===== config.mk =====
export PLATFORM = sky130hd
export DESIGN_NAME = ps2_host_tx
export DESIGN_NICKNAME = d
export VERILOG_FILES = /design/src/rtl/ps2_pkg.sv /design/src/rtl/ps2_line_sync.sv /design/src/rtl/ps2_host_tx.sv
export SDC_FILE = /design/constraint.sdc
export NUM_CORES = 1
export LEC_CHECK = 0
export BUFFER_PORTS_ARGS = -buffer_cell sky130_fd_sc_hd__clkbuf_2
export CORE_MARGIN = 2
export CORE_UTILIZATION = 30
export CTS_CLUSTER_DIAMETER = 150
export DETAILED_ROUTE_END_ITERATION = 12
export GPL_TIMING_DRIVEN = 1
export PLACE_DENSITY = 0.49
export SYNTH_ARGS = -nofsm -noshare
export SYNTH_HDL_FRONTEND = slang
export SYNTH_SLANG_ARGS = --single-unit

===== constraint.sdc =====
create_clock -name clk -period 2.12 [get_ports clk]
set_input_delay 0 -clock clk [delete_from_list [all_inputs] [get_ports clk]]
set_output_delay 0 -clock clk [all_outputs]
set_load 0.02 [all_outputs]

===== src/rtl/ps2_pkg.sv =====
// Shared PS/2 definitions: FSM states, frame length, parity helper and
// common command bytes for the host transmitter and keyboard receiver.
package ps2_pkg;

    typedef enum logic [2:0] {
        ST_IDLE,
        ST_INHIBIT,
        ST_START,
        ST_BITS,
        ST_ACK,
        ST_WAIT_IDLE
    } ps2_state_e;

    // start + 8 data + parity + stop
    localparam int FRAME_LEN = 11;

    localparam logic [7:0] CMD_SET_LED   = 8'hED;
    localparam logic [7:0] CMD_TYPEMATIC = 8'hF3;
    localparam logic [7:0] CMD_RESET     = 8'hFF;
    localparam logic [7:0] RSP_ACK       = 8'hFA;

    function automatic logic odd_parity(input logic [7:0] d);
        return ~^d;
    endfunction

endpackage


===== src/rtl/ps2_line_sync.sv =====
// Two-flop synchroniser for the PS/2 clock and data pins plus a falling-edge
// detector on the synchronised clock. Shared with the keyboard receiver.
module ps2_line_sync (
    input  logic clk,
    input  logic rst_n,
    input  logic ps2_clk_i,
    input  logic ps2_data_i,
    output logic clk_s_o,
    output logic data_s_o,
    output logic clk_fall_o
);

    logic [1:0] clk_meta_q;
    logic [1:0] data_meta_q;
    logic       clk_prev_q;

    // Reset to the idle-high bus level so no spurious edge follows reset.
    always_ff @(posedge clk or negedge rst_n) begin
        if (!rst_n) begin
            clk_meta_q  <= 2'b11;
            data_meta_q <= 2'b11;
            clk_prev_q  <= 1'b1;
        end else begin
            clk_meta_q  <= {clk_meta_q[0], ps2_clk_i};
            data_meta_q <= {data_meta_q[0], ps2_data_i};
            clk_prev_q  <= clk_meta_q[1];
        end
    end

    assign clk_s_o    = clk_meta_q[1];
    assign data_s_o   = data_meta_q[1];
    assign clk_fall_o = clk_prev_q & ~clk_meta_q[1];

endmodule


===== src/rtl/ps2_host_tx.sv =====
// PS/2 host-to-device transmitter: request-to-send, 11-bit frame, ACK check.
// Define PS2_HOST_TX_RETRY_EN to resend a failed byte once before reporting.
//
// state      | meaning
// -----------+----------------------------------------------------------
// IDLE       | lines released, accepting a byte
// INHIBIT    | clock held low for INHIBIT_CYCLES
// START      | clock and data low for one cycle (start bit)
// BITS       | clock released, device clocks out data/parity/stop
// ACK        | lines released, waiting for the device ACK clock
// WAIT_IDLE  | waiting for both lines high before reporting
module ps2_host_tx
    import ps2_pkg::*;
#(
    parameter int INHIBIT_CYCLES = 5000,
    parameter int TIMEOUT_CYCLES = 1000000
) (
    input  logic       clk,
    input  logic       resetn,
    input  logic [7:0] tx_data,
    input  logic       tx_valid,
    output logic       tx_ready,
    input  logic       ps2_clk_i,
    input  logic       ps2_data_i,
    output logic       ps2_clk_oe,
    output logic       ps2_data_oe,
    output logic       busy,
    output logic       done,
    output logic       err
);

    localparam int CNT_MAX = (INHIBIT_CYCLES > TIMEOUT_CYCLES) ? INHIBIT_CYCLES : TIMEOUT_CYCLES;
    localparam int CNT_W   = $clog2(CNT_MAX + 1);
    localparam int IDX_W   = $clog2(FRAME_LEN);

    localparam logic [CNT_W-1:0] INHIBIT_LOAD = CNT_W'(INHIBIT_CYCLES - 1);
    localparam logic [CNT_W-1:0] TIMEOUT_LOAD = CNT_W'(TIMEOUT_CYCLES - 1);
    localparam logic [IDX_W-1:0] LAST_BIT_IDX = IDX_W'(FRAME_LEN - 2);

    logic clk_s;
    logic data_s;
    logic clk_fall;

    ps2_line_sync u_sync (
        .clk        (clk),
        .rst_n      (resetn),
        .ps2_clk_i  (ps2_clk_i),
        .ps2_data_i (ps2_data_i),
        .clk_s_o    (clk_s),
        .data_s_o   (data_s),
        .clk_fall_o (clk_fall)
    );

    ps2_state_e             state_q, state_d;
    logic [FRAME_LEN-1:0]   frame_q, frame_d;
    logic [IDX_W-1:0]       idx_q, idx_d;
    logic [CNT_W-1:0]       cnt_q, cnt_d;
    logic                   nack_q, nack_d;
    logic                   clk_oe_q, clk_oe_d;
    logic                   data_oe_q, data_oe_d;
    logic                   done_q, done_d;
    logic                   err_q, err_d;
    logic                   fail_evt;
`ifdef PS2_HOST_TX_RETRY_EN
    logic                   retried_q, retried_d;
`endif

    always_ff @(posedge clk or negedge resetn) begin
        if (!resetn) begin
            state_q   <= ST_IDLE;
            frame_q   <= '0;
            idx_q     <= '0;
            cnt_q     <= '0;
            nack_q    <= 1'b0;
            clk_oe_q  <= 1'b0;
            data_oe_q <= 1'b0;
            done_q    <= 1'b0;
            err_q     <= 1'b0;
        end else begin
            state_q   <= state_d;
            frame_q   <= frame_d;
            idx_q     <= idx_d;
            cnt_q     <= cnt_d;
            nack_q    <= nack_d;
            clk_oe_q  <= clk_oe_d;
            data_oe_q <= data_oe_d;
            done_q    <= done_d;
            err_q     <= err_d;
        end
    end

`ifdef PS2_HOST_TX_RETRY_EN
    always_ff @(posedge clk or negedge resetn) begin
        if (!resetn) begin
            retried_q <= 1'b0;
        end else begin
            retried_q <= retried_d;
        end
    end
`endif

    always_comb begin
        state_d  = state_q;
        frame_d  = frame_q;
        idx_d    = idx_q;
        cnt_d    = cnt_q;
        nack_d   = nack_q;
        done_d   = 1'b0;
        err_d    = 1'b0;
        fail_evt = 1'b0;
`ifdef PS2_HOST_TX_RETRY_EN
        retried_d = retried_q;
`endif

        unique case (state_q)
            ST_IDLE: begin
                if (tx_valid) begin
                    frame_d = {1'b1, odd_parity(tx_data), tx_data, 1'b0};
                    state_d = ST_INHIBIT;
                    cnt_d   = INHIBIT_LOAD;
                    nack_d  = 1'b0;
`ifdef PS2_HOST_TX_RETRY_EN
                    retried_d = 1'b0;
`endif
                end
            end
            ST_INHIBIT: begin
                if (cnt_q == '0) begin
                    state_d = ST_START;
                end else begin
                    cnt_d = cnt_q - CNT_W'(1);
                end
            end
            ST_START: begin
                state_d = ST_BITS;
                idx_d   = '0;
                cnt_d   = TIMEOUT_LOAD;
            end
            ST_BITS: begin
                // A fall in the same cycle as terminal count still advances.
                if (clk_fall) begin
                    cnt_d = TIMEOUT_LOAD;
                    idx_d = idx_q + IDX_W'(1);
                    if (idx_q == LAST_BIT_IDX) begin
                        state_d = ST_ACK;
                    end
                end else if (cnt_q == '0) begin
                    fail_evt = 1'b1;
                end else begin
                    cnt_d = cnt_q - CNT_W'(1);
                end
            end
            ST_ACK: begin
                if (clk_fall) begin
                    nack_d  = data_s;
                    cnt_d   = TIMEOUT_LOAD;
                    state_d = ST_WAIT_IDLE;
                end else if (cnt_q == '0) begin
                    fail_evt = 1'b1;
                end else begin
                    cnt_d = cnt_q - CNT_W'(1);
                end
            end
            ST_WAIT_IDLE: begin
                if (clk_s && data_s) begin
                    if (nack_q) begin
                        fail_evt = 1'b1;
                    end else begin
                        state_d = ST_IDLE;
                        done_d  = 1'b1;
                    end
                end else if (clk_fall) begin
                    cnt_d = TIMEOUT_LOAD;
                end else if (cnt_q == '0) begin
                    fail_evt = 1'b1;
                end else begin
                    cnt_d = cnt_q - CNT_W'(1);
                end
            end
            default: begin
                state_d = ST_IDLE;
            end
        endcase

        if (fail_evt) begin
`ifdef PS2_HOST_TX_RETRY_EN
            if (!retried_q) begin
                retried_d = 1'b1;
                nack_d    = 1'b0;
                state_d   = ST_INHIBIT;
                cnt_d     = INHIBIT_LOAD;
            end else begin
                state_d = ST_IDLE;
                done_d  = 1'b1;
                err_d   = 1'b1;
            end
`else
            state_d = ST_IDLE;
            done_d  = 1'b1;
            err_d   = 1'b1;
`endif
        end

        // Pin drives are registered from the next state so they never glitch.
        clk_oe_d  = (state_d == ST_INHIBIT) || (state_d == ST_START);
        data_oe_d = (state_d == ST_START) || ((state_d == ST_BITS) && !frame_d[idx_d]);
    end

    assign tx_ready    = (state_q == ST_IDLE);
    assign busy        = (state_q != ST_IDLE);
    assign ps2_clk_oe  = clk_oe_q;
    assign ps2_data_oe = data_oe_q;
    assign done        = done_q;
    assign err         = err_q;

endmodule


======== After elaboration in Yosys (flattened, before gate mapping) ========
Cells that the tools add are included.
word-level totals
  logic and storage cells ................. 76
  register bits ........................... 48
  output and inout port bits .............. 6
  input port bits ......................... 13
operators by class
  add/sub/neg operators ................... 2
  multiplexer cells ....................... 33
  equal/unequal tests ..................... 12
  bitwise gates (word level) .............. 2
  magnitude comparators ................... 1
  reductions and logical operators ........ 14
operator list
  kind                   number
  $pmux 20 s5            1
  $mux 20                4
  $mux 3                 8
  $mux 11                2
  $logic_not 20->1       1
  $sub 20x1->20 const B  1
  $pmux 3 s6             1
  $eq 3x2->1 const B     4
  $mux 1                 12
  $pmux 4 s2             1
  $reduce_xnor 8->1      1
  $eq 3x1->1 const B     2
  $eq 3x3->1 const B     2
  $ne 2x2->1 const B     3
  $reduce_and 3->1       2
  $lt 4x5->1 const B     1
  $reduce_bool 5->1      1
  $add 4x1->4 const B    1
  $bmux 1 s4             1
  $eq 4x4->1 const B     1
  $mux 4                 1
  $pmux 1 s2             2
  $logic_not 3->1        1
  $reduce_bool 3->1      1
  7 further kinds        9

======== Longest topological paths before layout ========
Gate-level depths: netlist (run 1).
  depth after elaboration ................. 9
  gate-level depth with buffers ........... 10
  mapped depth without buffers ............ 9

======== Modules after synthesis ========
From an unflattened synthesis (run 1), not the netlist that was laid out.
second synthesis, totals
  cell total of the unflattened synthesis .. 296
  area total of the unflattened synthesis .. 2,773.9 µm²
modules (own cells, without submodules)
  module         instances  sequential area each (µm²)  cells an instance  area an instance (µm²)
  ps2_host_tx    1          1,076.0                     290                2,628.8
  ps2_line_sync  1          131.4                       6                  145.1

======== Worst setup path after synthesis (run 1) ========
OpenSTA, ideal clock, no wires.
  path type ............................... register to register
  from .................................... register cnt_q[3]
  to ...................................... register cnt_q[14]
  arrival time ............................ 1,944 ps
  library setup time ...................... 118 ps
  cell stages (with the launch flop) ...... 8
  path buffers ............................ 0
  setup slack ............................. 58 ps
  cell sequence ........................... dfrtp_1 > nor4_4 > nand2_2 > a211o_1 > nor3_2 > nor4bb_1 > o211ai_1 > a21o_1
between the ends
  cells in the longest elaborated chain, start to end .. 5
ends and longest elaborated chain
  what                                                      line                source
  start: declaration                                        ps2_host_tx.sv:57   logic [CNT_W-1:0] cnt_q, cnt_d;
  start signal: assignment                                  ps2_host_tx.sv:83   cnt_q <= cnt_d;
  $sub 20x1->20 / $logic_not 20->1 (equally long branches)  --
  $mux 20 *                                                 --
  $mux 20                                                   ps2_host_tx.sv:141  if (clk_fall) begin
  $mux 20                                                   ps2_host_tx.sv:165  if (clk_s && data_s) begin
  $pmux 20 s5 *                                             ps2_host_tx.sv:115  unique case (state_q)
Every way passes the cells marked *; elsewhere a longest branch is shown, timed or not. The select of a mux whose other input is x is not followed.
A chain may end at the register's enable or synchronous reset.

======== Worst setup path after layout (run 1) ========
  from .................................... register cnt_q[10]
  to ...................................... register cnt_q[14]
The elaborated chain is that of the path after synthesis.

==> results of run 1 <==
-- routing by layer --
metal	up-vias	GRT usage (%)
met5	-	0
met4	0	3.48
met3	6	2.37
met2	25	24.3
met1	1222	19.4
li1	1261	-
-- where the power goes --
group | internal [mW] | leakage [nW] | total, mW | switching [mW]
registers | 1.09 | 0.574 | 1.22 | 0.126
logic | 0.517 | 1.09 | 0.982 | 0.465
clock network | 0.356 | 0.0548 | 0.700 | 0.344
total | 1.97 | 1.72 | 2.90 | 0.935
-- repair_timing --
item | in CTS | in global routing
pin swaps | 4 | 18
gates cloned | 1 | 0
hold endpoints to repair | 26 | 0
endpoints found under the setup margin | 6 | 18
hold buffers | 11 | 0
setup buffers | 3 | 5
gates resized for setup | 9 | 46
-- layout make-up --
type	count	area (sq um)	area share, %
multi-input combinational	230	1670	43.4
sequential	48	1210	31.4
timing repair buffer	89	674	17.5
tap	111	139	3.60
clock buffer	5	68.8	1.79
clock inverter	3	46.3	1.20
inverter	10	43.8	1.14
-- logic make-up (layout without fill, tap and decap cells) --
| kind of cell | after synthesis | in the layout | synth area share (%) |
|---|---|---|---|
| flip-flops | 48 | 48 | 43.5 |
| multiplexers | 14 | 14 | 5.50 |
| buffers and inverters | 21 | 107 | 3.06 |
| XOR/XNOR | 9 | 9 | 2.84 |
| AND/OR/NAND/NOR | 117 | 117 | 23.5 |
| AO/OA/AOI/OAI | 86 | 86 | 19.8 |
| adder cells (fa/ha/maj) | 4 | 4 | 1.80 |
-- state kept, by name (all words and copies together), names as in the netlist --
name                flops
cnt_q                  20
done                    1
err                     1
frame_q                11
idx_q                   4
nack_q                  1
ps2_clk_oe              1
ps2_data_oe             1
state_q                 3
u_sync.clk_meta_q       2
u_sync.clk_prev_q       1
u_sync.data_meta_q      2
-- synth_stat cells, drive strengths merged (5+ instances only) --
master / n / area, sq um
nand2b: 6 / 37.5
dfstp: 5 / 131
xnor2: 8 / 70.1
nand3: 8 / 40.0
o21ai: 26 / 130
a21oi: 21 / 109
nor2: 26 / 97.6
and3: 6 / 37.5
o31ai: 5 / 37.5
inv: 10 / 37.5
nand2: 28 / 110
nor3: 15 / 85.1
dfrtp: 43 / 1080
nor2b: 5 / 31.3
clkbuf: 8 / 30.0
a31oi: 9 / 56.3
mux2: 10 / 113
-- metrics by stage --
stage	area [sq um]	hold WS [ns]	cells	total power, mW
global placement	3380	-0.0149	470	2.09
floorplan	2780	-0.296	299	1.69
detailed placement	3380	-0.00553	470	2.10
CTS	3660	0.0786	493	2.83
global route	3850	0.0949	496	3.09
finish	3850	0.0835	496	2.90
-- critical path, stage by stage (launching register included) --
cell and delay, ns:
dfrtp_1 0.39, or3_4 0.42, nor4b_4 0.37, buf_4 0.18, a211o_1 0.15, nor3_2 0.06
nor4bb_4 0.15, a31o_1 0.17, a21o_1 0.17
-- worst max-delay path by stage --
| stage | startpoint | end | slack (ns) |
|---|---|---|---|
| 6_report | cnt_q[10] | cnt_q[14] | -0.03 |
| 5_1_grt | cnt_q[10] | cnt_q[14] | -0.11 |
| 4_1_cts | cnt_q[11] | cnt_q[14] | 0.006 |
| 3_5_place_dp | cnt_q[8] | ps2_clk_oe | -0.04 |
| 3_3_place_gp | u_sync.clk_prev_q | ps2_data_oe | -0.04 |
| 2_1_floorplan | cnt_q[3] | cnt_q[14] | 0.06 |
==> run_results.csv, run 1 <==
group,metric,value,unit
routing,dr_wl_met2,3530,um
power,p_leak,1.72,nW
cts,clk_pin_slew,0.10,ns
place,gp_congestion,0.860,
sta,setup_tns,-0.0340,ns
final_layout,final_cell_mix,"buf_4 (56), dfrtp_1 (41), nand2_1 (24), nor2_1 (24), a21oi_1 (19)",
sta,setup_ws,-0.0340,ns
worst_setup_path,r2r_end,"cnt_q[14]",
sta,relSlewSlack,66.5,%
yosys,synth-async-reset-ratio,100,%
place,dp_slack,-0.0437,ns
yosys,syn_area,0.00278,sq mm
cts,clock-root-buffer,"clkbuf_8",
routing,top_layer,"met4",
cts,numCtsBuffers,5,
sta,skew,0.00601,ns
cts,htreeDepth,2,
sta,worst_pin_slew,0.503,ns
final_layout,final_common_cell,"buf_4",
worst_setup_path,reg2reg_depth,8,
hold_path,hp-class,"primary input to flip-flop",
worst_setup_path,r2r_start,"cnt_q[10]",
yosys,syn_inst,299,
grt,globalRouteOverflowTotal,0,
final_layout,drive_above_1_share,38.2,%
hold_path,worstHoldPathCells,3,
final_layout,diodes,0,
final_layout,nFillCells,904,
yosys,synth_edf_count,0,
sta,finalMaxSlewViolations,0,
sta,fin_crit_sh,102,%
routing,dr.pass1.iters,4,
place,port_buffers,18,
die,die_w,100,um
cts,clkSinkCount,48,
die,rows,35,
cts,clk_latency,0.30,ns
worst_setup_path,cp-start-kind,"flip-flop",
worst_setup_path,worst-endpoint-required,2.32,ns
grt,grt_use_total,14.4,%
sta,final-setup-viol-count,1,
power,irDropWorstVdd,0.288,mV
yosys,ys_ff_latch,48,
grt,antenna_found_initial,0,
power,powerDensity,753,mW/mm^2
grt,grt_max_degree,21,
outcome,run_status,"finished with violations",
final_layout,post-route-util,42.3,%
hold_path,whs_endpoint,"nack_q",
sta,min_period,2.15,ns
yosys,yosysSeqAreaShare,43.5,%
sta,hold_viol,0,
routing,totalWireLength,7100,um
routing,drc_errors,0,
die,die_area,0.0100,sq mm
yosys,synth_ff_type,"dfrtp_1",
yosys,syn_nets,316,
hold_path,worstHoldStart,"tx_valid",
sta,grt_setup_unrepaired,"yes",
routing,ant_nets,0,
grt,grt_pass1_vias,2461,
cts,ctsLongestPathBuffers,2,
routing,wl_met3,134,um
die,io_pins,19,
outcome,violations,"setup timing",
die,initial_utilization,30.5,%
worst_setup_path,crit_fanout,4,
worst_setup_path,reg2reg_slack,-0.03,ns
final_layout,area_growth,38.8,%
yosys,ys_warn_count,0,
final_layout,nets,401,
die,core_region_area,0.00911,sq mm
routing,routedWlPerCell,14.3,um
yosys,avgSynthCellArea,9.29,sq um
grt,grt_pass1_wl,11700,um
flow_run,maxCapViolations,0,
cts,cts_tree,"built",
worst_setup_path,arrival,2.36,ns
routing,wl_met1,3380,um
routing,routed-via-count,2514,
place,hpwl,5140,um
worst_setup_path,worstSetupPathType,"flip-flop to flip-flop",
sta,fmax,464,MHz
worst_setup_path,cp-end-kind,"flip-flop",
die,die_h,100,um
yosys,synth.distinct_cells,59,
routing,via_per_inst,5.07,
routing,drtIter0Drc,57,
No activity file was read; power rests on OpenSTA's default activity.
==> run 2: changes to the inputs <==
PLACE_DENSITY = unset   (was 0.49)
PLACE_DENSITY_LB_ADDON = 0.15   (was unset)
REMOVE_ABC_BUFFERS = 1   (was unset)
==> run 2 against run 1 <==
  * The flow now finishes without violations
  * Cell count up 1.6%
  * Sequential share of layout area down 0.19 points
  * Via count up 2.5%
==> run_results.csv, run 2 (synthesis results as in run 1) <==
group,metric,value,unit
outcome,run_status,"finished clean",
die,initial_utilization,30.5,%
cts,clk_latency,0.32,ns
place,gp_congestion,0.865,
worst_setup_path,worst-endpoint-required,2.36,ns
place,port_buffers,18,
final_layout,largest-register,"cnt_q",
routing,ant_nets,0,
routing,via_per_inst,5.11,
sta,hold_viol,0,
sta,relSlewSlack,46.8,%
die,rows,35,
flow_run,maxCapViolations,0,
final_layout,final_common_cell,"buf_4",
sta,fmax,476,MHz
cts,numCtsBuffers,5,
sta,fin_crit_sh,99.1,%
final_layout,final_cell_mix,"buf_4 (62), dfrtp_1 (41), nand2_1 (23), nor2_1 (23), clkbuf_2 (18)",
cts,clock-root-buffer,"clkbuf_8",
cts,cts_tree,"built",
final_layout,nFillCells,924,
die,io_pins,19,
die,die_area,0.0100,sq mm
final_layout,nets,409,
worst_setup_path,worstSetupPathType,"flip-flop to flip-flop",
grt,grt_use_total,16.3,%
worst_setup_path,arrival,2.34,ns
cts,htreeDepth,2,
final_layout,area_growth,39.7,%
routing,drtIter0Drc,76,
cts,clk_pin_slew,0.10,ns
grt,antenna_found_initial,0,
routing,routed-via-count,2577,
final_layout,drive_above_1_share,37.9,%
sta,min_period,2.10,ns
worst_setup_path,crit_fanout,5,
routing,routedWlPerCell,15.1,um
final_layout,fin_cells,504,
sta,final-setup-viol-count,0,
place,dp.cells,479,
grt,grt_pass1_wl,13100,um
hold_path,hp-class,"primary input to flip-flop",
sta,hold_ws,0.0484,ns
die,die_w,100,um
power,powerDensity,756,mW/mm^2
routing,drc_errors,0,
grt,globalRouteOverflowTotal,0,
worst_setup_path,cp-end-kind,"flip-flop",
power,irDropWorstVdd,0.290,mV
place,hpwl,5560,um
sta,finalMaxSlewViolations,0,
power,p_leak,1.76,nW
final_layout,top_regs,"cnt_q: 20 flops, frame_q: 11 flops, idx_q: 4 flops",
routing,dr.pass1.iters,4,
sta,skew,0.00959,ns
sta,worst_pin_slew,0.793,ns
die,die_h,100,um
worst_setup_path,cp-start-kind,"flip-flop",
final_layout,largest_reg_flops,20,
die,core_region_area,0.00911,sq mm
cts,ctsLongestPathBuffers,2,
final_layout,diodes,0,
sta,grt_setup_unrepaired,"yes",
routing,totalWireLength,7630,um
grt,grt_max_degree,34,
cts,clkSinkCount,48,
grt,grt_pass1_vias,2653,
run 2: worst max-delay path, cell delays in order (launching register included):
cell and delay [ns]:
dfrtp_1 0.41, or2_2 0.36, nor4b_4 0.30, buf_4 0.18, buf_6 0.10, nand2_2 0.05
o311a_1 0.37, nor2_1 0.11, o21ai_1 0.07, o21ai_1 0.07
run 2: final cells by class:
class / count / area (sq um) / share of cell area, %
tap: 111 / 139 / 3.58
multi-input combinational: 230 / 1640 / 42.3
inverter: 10 / 37.5 / 0.968
clock inverter: 3 / 46.3 / 1.19
clock buffer: 5 / 68.8 / 1.77
timing repair buffer: 97 / 736 / 19.0
sequential: 48 / 1210 / 31.2
run 2: per-stage QoR:
stage	utilization [%]	worst slack, ns	total power [mW]	TNS [ns]	instance area [sq um]
6_report	42.6	0.0195	2.93	0	3880
5_1_grt	42.6	-0.102	3.12	-0.545	3880
4_1_cts	40.6	0.00120	2.87	0	3700
3_5_place_dp	37.8	-0.0419	2.12	-0.192	3440
3_3_place_gp	37.8	-0.00380	2.11	-0.00819	3440
2_1_floorplan	-	-0.423	1.69	-1.53	2730
run 2: path summary, 6_finish.rpt:
kind | endpoint | slack [ns] | startpoint | depth (start not counted)
max | cnt_q[4] | 0.02 | cnt_q[6] | 9
min reg2reg | u_sync.clk_meta_q[1] | 0.36 | u_sync.clk_meta_q[0] | 0
max in group asynchronous | idx_q[0] | 1.40 | resetn | 3
min | nack_q | 0.05 | tx_valid | 3
max reg2reg | cnt_q[4] | 0.02 | cnt_q[6] | 9
min in group asynchronous | done | 0.16 | resetn | 2
run 2: what timing repair did:
action                                 CTS  global route
pin swaps                                4            16
setup endpoints to repair               12            19
hold buffers                            11             0
gates cloned                             1             0
gates resized for setup                  6            40
setup buffers                            1             5
endpoints found under the hold margin   25             0
run 2: layer usage:
metal / part of all wire (%) / GRT usage, % / vias up
met5: 0 / 0 / -
met3: 2.2 / 2.44 / 13
met2: 51 / 27.5 / 36
li1: - / - / 1278
met1: 45 / 21.3 / 1250
met4: 1.9 / 5.69 / 0
run 2: where the power goes:
| part | switching, mW | leakage [nW] | internal [mW] | total, mW |
|---|---|---|---|---|
| clock network | 0.357 | 0.0548 | 0.356 | 0.713 |
| registers | 0.128 | 0.576 | 1.09 | 1.22 |
| logic | 0.483 | 1.13 | 0.514 | 0.997 |
==> run 3: changes to the inputs <==
RECOVER_POWER = 50   (was unset)
==> run 3 against run 2 <==
  * Cell area decreased by 0.42%
  * Routed wire length decreased by 0.16%
  * Sequential power about the same
  * Via count about the same
  * Setup slack about the same
  * Count of clock-buffer cells in the layout unchanged
  * Largest cell class unchanged
  * Combinational power decreased by 0.4%
  * Cell count unchanged
  * Largest power group unchanged
  * Register-to-register slack about the same
  * Power decreased by 0.11%
  * Critical path depth unchanged
==> run_results.csv, run 3 (synthesis results as in run 1) <==
group,metric,value,unit
outcome,run_status,"finished clean",
hold_path,worstHoldStart,"tx_valid",
cts,ctsLongestPathBuffers,2,
sta,setup_tns,0,ns
sta,grt_setup_unrepaired,"yes",
die,io_pins,19,
final_layout,largest_reg_flops,20,
worst_setup_path,r2r_start,"cnt_q[6]",
place,place_area,0.00344,sq mm
routing,dr.pass1.iters,4,
die,die_area,0.0100,sq mm
power,p_leak,1.75,nW
power,power_switching_share,33.1,%
die,rows,35,
die,die_w,100,um
worst_setup_path,cp-start-kind,"flip-flop",
final_layout,top_regs,"cnt_q: 20 flops, frame_q: 11 flops, idx_q: 4 flops",
power,pwr-share-seq,41.7,%
worst_setup_path,worstSetupPathType,"flip-flop to flip-flop",
worst_setup_path,worst-endpoint-required,2.36,ns
hold_path,hp-class,"primary input to flip-flop",
die,initial_utilization,30.5,%
grt,antenna_found_initial,0,
final_layout,final_area,0.00386,sq mm
hold_path,whs_endpoint,"nack_q",
power,power.switching,0.969,mW
routing,drtIter0Drc,76,
routing,totalWireLength,7620,um
power,internal_power,1.96,mW
routing,via_per_inst,5.12,
routing,ant_nets,0,
cts,cts_tree,"built",
cts,clk_latency,0.32,ns
worst_setup_path,arrival,2.34,ns
grt,grt_max_degree,34,
final_layout,final_cell_mix,"buf_4 (62), dfrtp_1 (41), nand2_1 (23), nor2_1 (23), clkbuf_2 (18)",
cts,htreeDepth,2,
routing,routedWlPerCell,15.1,um
sta,final-setup-viol-count,0,
grt,grt_pass1_vias,2653,
sta,hold_viol,0,
worst_setup_path,reg2reg_depth,9,
cts,clkSinkCount,48,
worst_setup_path,cp-end-kind,"flip-flop",
grt,grt_use_total,16.3,%
sta,skew,0.0103,ns
die,core_region_area,0.00911,sq mm
power,powerDensity,758,mW/mm^2
final_layout,nets,409,
flow_run,maxCapViolations,0,
sta,fmax,476,MHz
routing,drc_errors,0,
final_layout,diodes,0,
grt,grt_pass1_wl,13100,um
sta,worst_pin_slew,0.906,ns
routing,routed-via-count,2579,
worst_setup_path,r2r_end,"cnt_q[4]",
power,finalPower,2.93,mW
cts,numCtsBuffers,5,
cts,clk_pin_slew,0.11,ns
hold_path,worstHoldPathCells,3,
power,irDropWorstVdd,0.290,mV
sta,finalMaxSlewViolations,0,
sta,min_period,2.10,ns
final_layout,area_growth,39.1,%
power,combPwrFrac,33.9,%
worst_setup_path,reg2reg_slack,0.02,ns
sta,relSlewSlack,39.6,%
final_layout,nFillCells,926,
cts,clock-root-buffer,"clkbuf_8",
grt,globalRouteOverflowTotal,0,
place,port_buffers,18,
worst_setup_path,crit_fanout,5,
final_layout,post-route-util,42.4,%
final_layout,largest-register,"cnt_q",
power,p_clk_share,24.4,%
sta,fin_crit_sh,99.1,%
place,gp_congestion,0.865,
die,die_h,100,um
final_layout,final_common_cell,"buf_4",
final_layout,drive_above_1_share,37.7,%
place,hpwl,5560,um
-- run 3: timing repair --
| action | CTS | global route |
|---|---|---|
| hold buffers | 11 | 0 |
| resized for setup | 6 | 40 |
| buffers inserted | 1 | 5 |
| pin swaps | 4 | 16 |
| setup endpoints to repair | 12 | 19 |
| hold endpoints to repair | 25 | 0 |
| cloned | 1 | 0 |
-- run 3: metrics by stage --
step	hold slack, ns	setup WS (ns)	instances
after floorplan	-0.296	-0.423	288
after global placement	-0.0280	-0.00380	479
after detailed placement	-0.0254	-0.0419	479
after CTS	0.0457	0.00120	500
after global routing	0.0583	-0.102	504
final	0.0503	0.0195	504
-- run 3: how the worst max path moves through the flow --
stage | start | endpoint | slack [ns]
finish | cnt_q[6] | cnt_q[4] | 0.02
floorplan | state_q[2] | ps2_data_oe | -0.42
CTS | u_sync.clk_prev_q | ps2_data_oe | 0.001
global route | cnt_q[4] | cnt_q[14] | -0.10
detailed placement | u_sync.clk_prev_q | cnt_q[5] | -0.04
global placement | state_q[0] | ps2_data_oe | -0.004
-- run 3: final cells by class --
cell class	count	area (sq um)	share of cell area, %
clock inverters	3	46.3	1.20
inverters	10	37.5	0.972
repair buffers	97	719	18.6
clock buffers	5	68.8	1.78
well taps	111	139	3.60
flip-flops and latches	48	1210	31.3
multi-input cells	230	1640	42.5
-- run 3: worst max-delay path, stage by stage, from the launching register on --
cell	delay, ns
dfrtp_1	0.41
or2_2	0.36
nor4b_4	0.30
buf_4	0.18
buf_6	0.10
nand2_2	0.05
o311a_1	0.37
nor2_1	0.11
o21ai_1	0.07
o21ai_1	0.07
-- run 3: power by group through the flow --
stage	Clock [mW]	Sequential, mW	Combinational, mW
finish	0.714	1.22	0.993
global placement	0	1.23	0.877
detailed placement	0	1.23	0.887
floorplan	0	1.26	0.429
CTS	0.738	1.22	0.913
global route	0.769	1.25	1.10
-- run 3: routing by layer --
layer	share of wire, %	routed length (um)	track usage (%)
met1	45	3450	21.3
met2	51	3860	27.5
met3	2.2	167	2.44
met4	1.9	142	5.69
met5	0	0	0
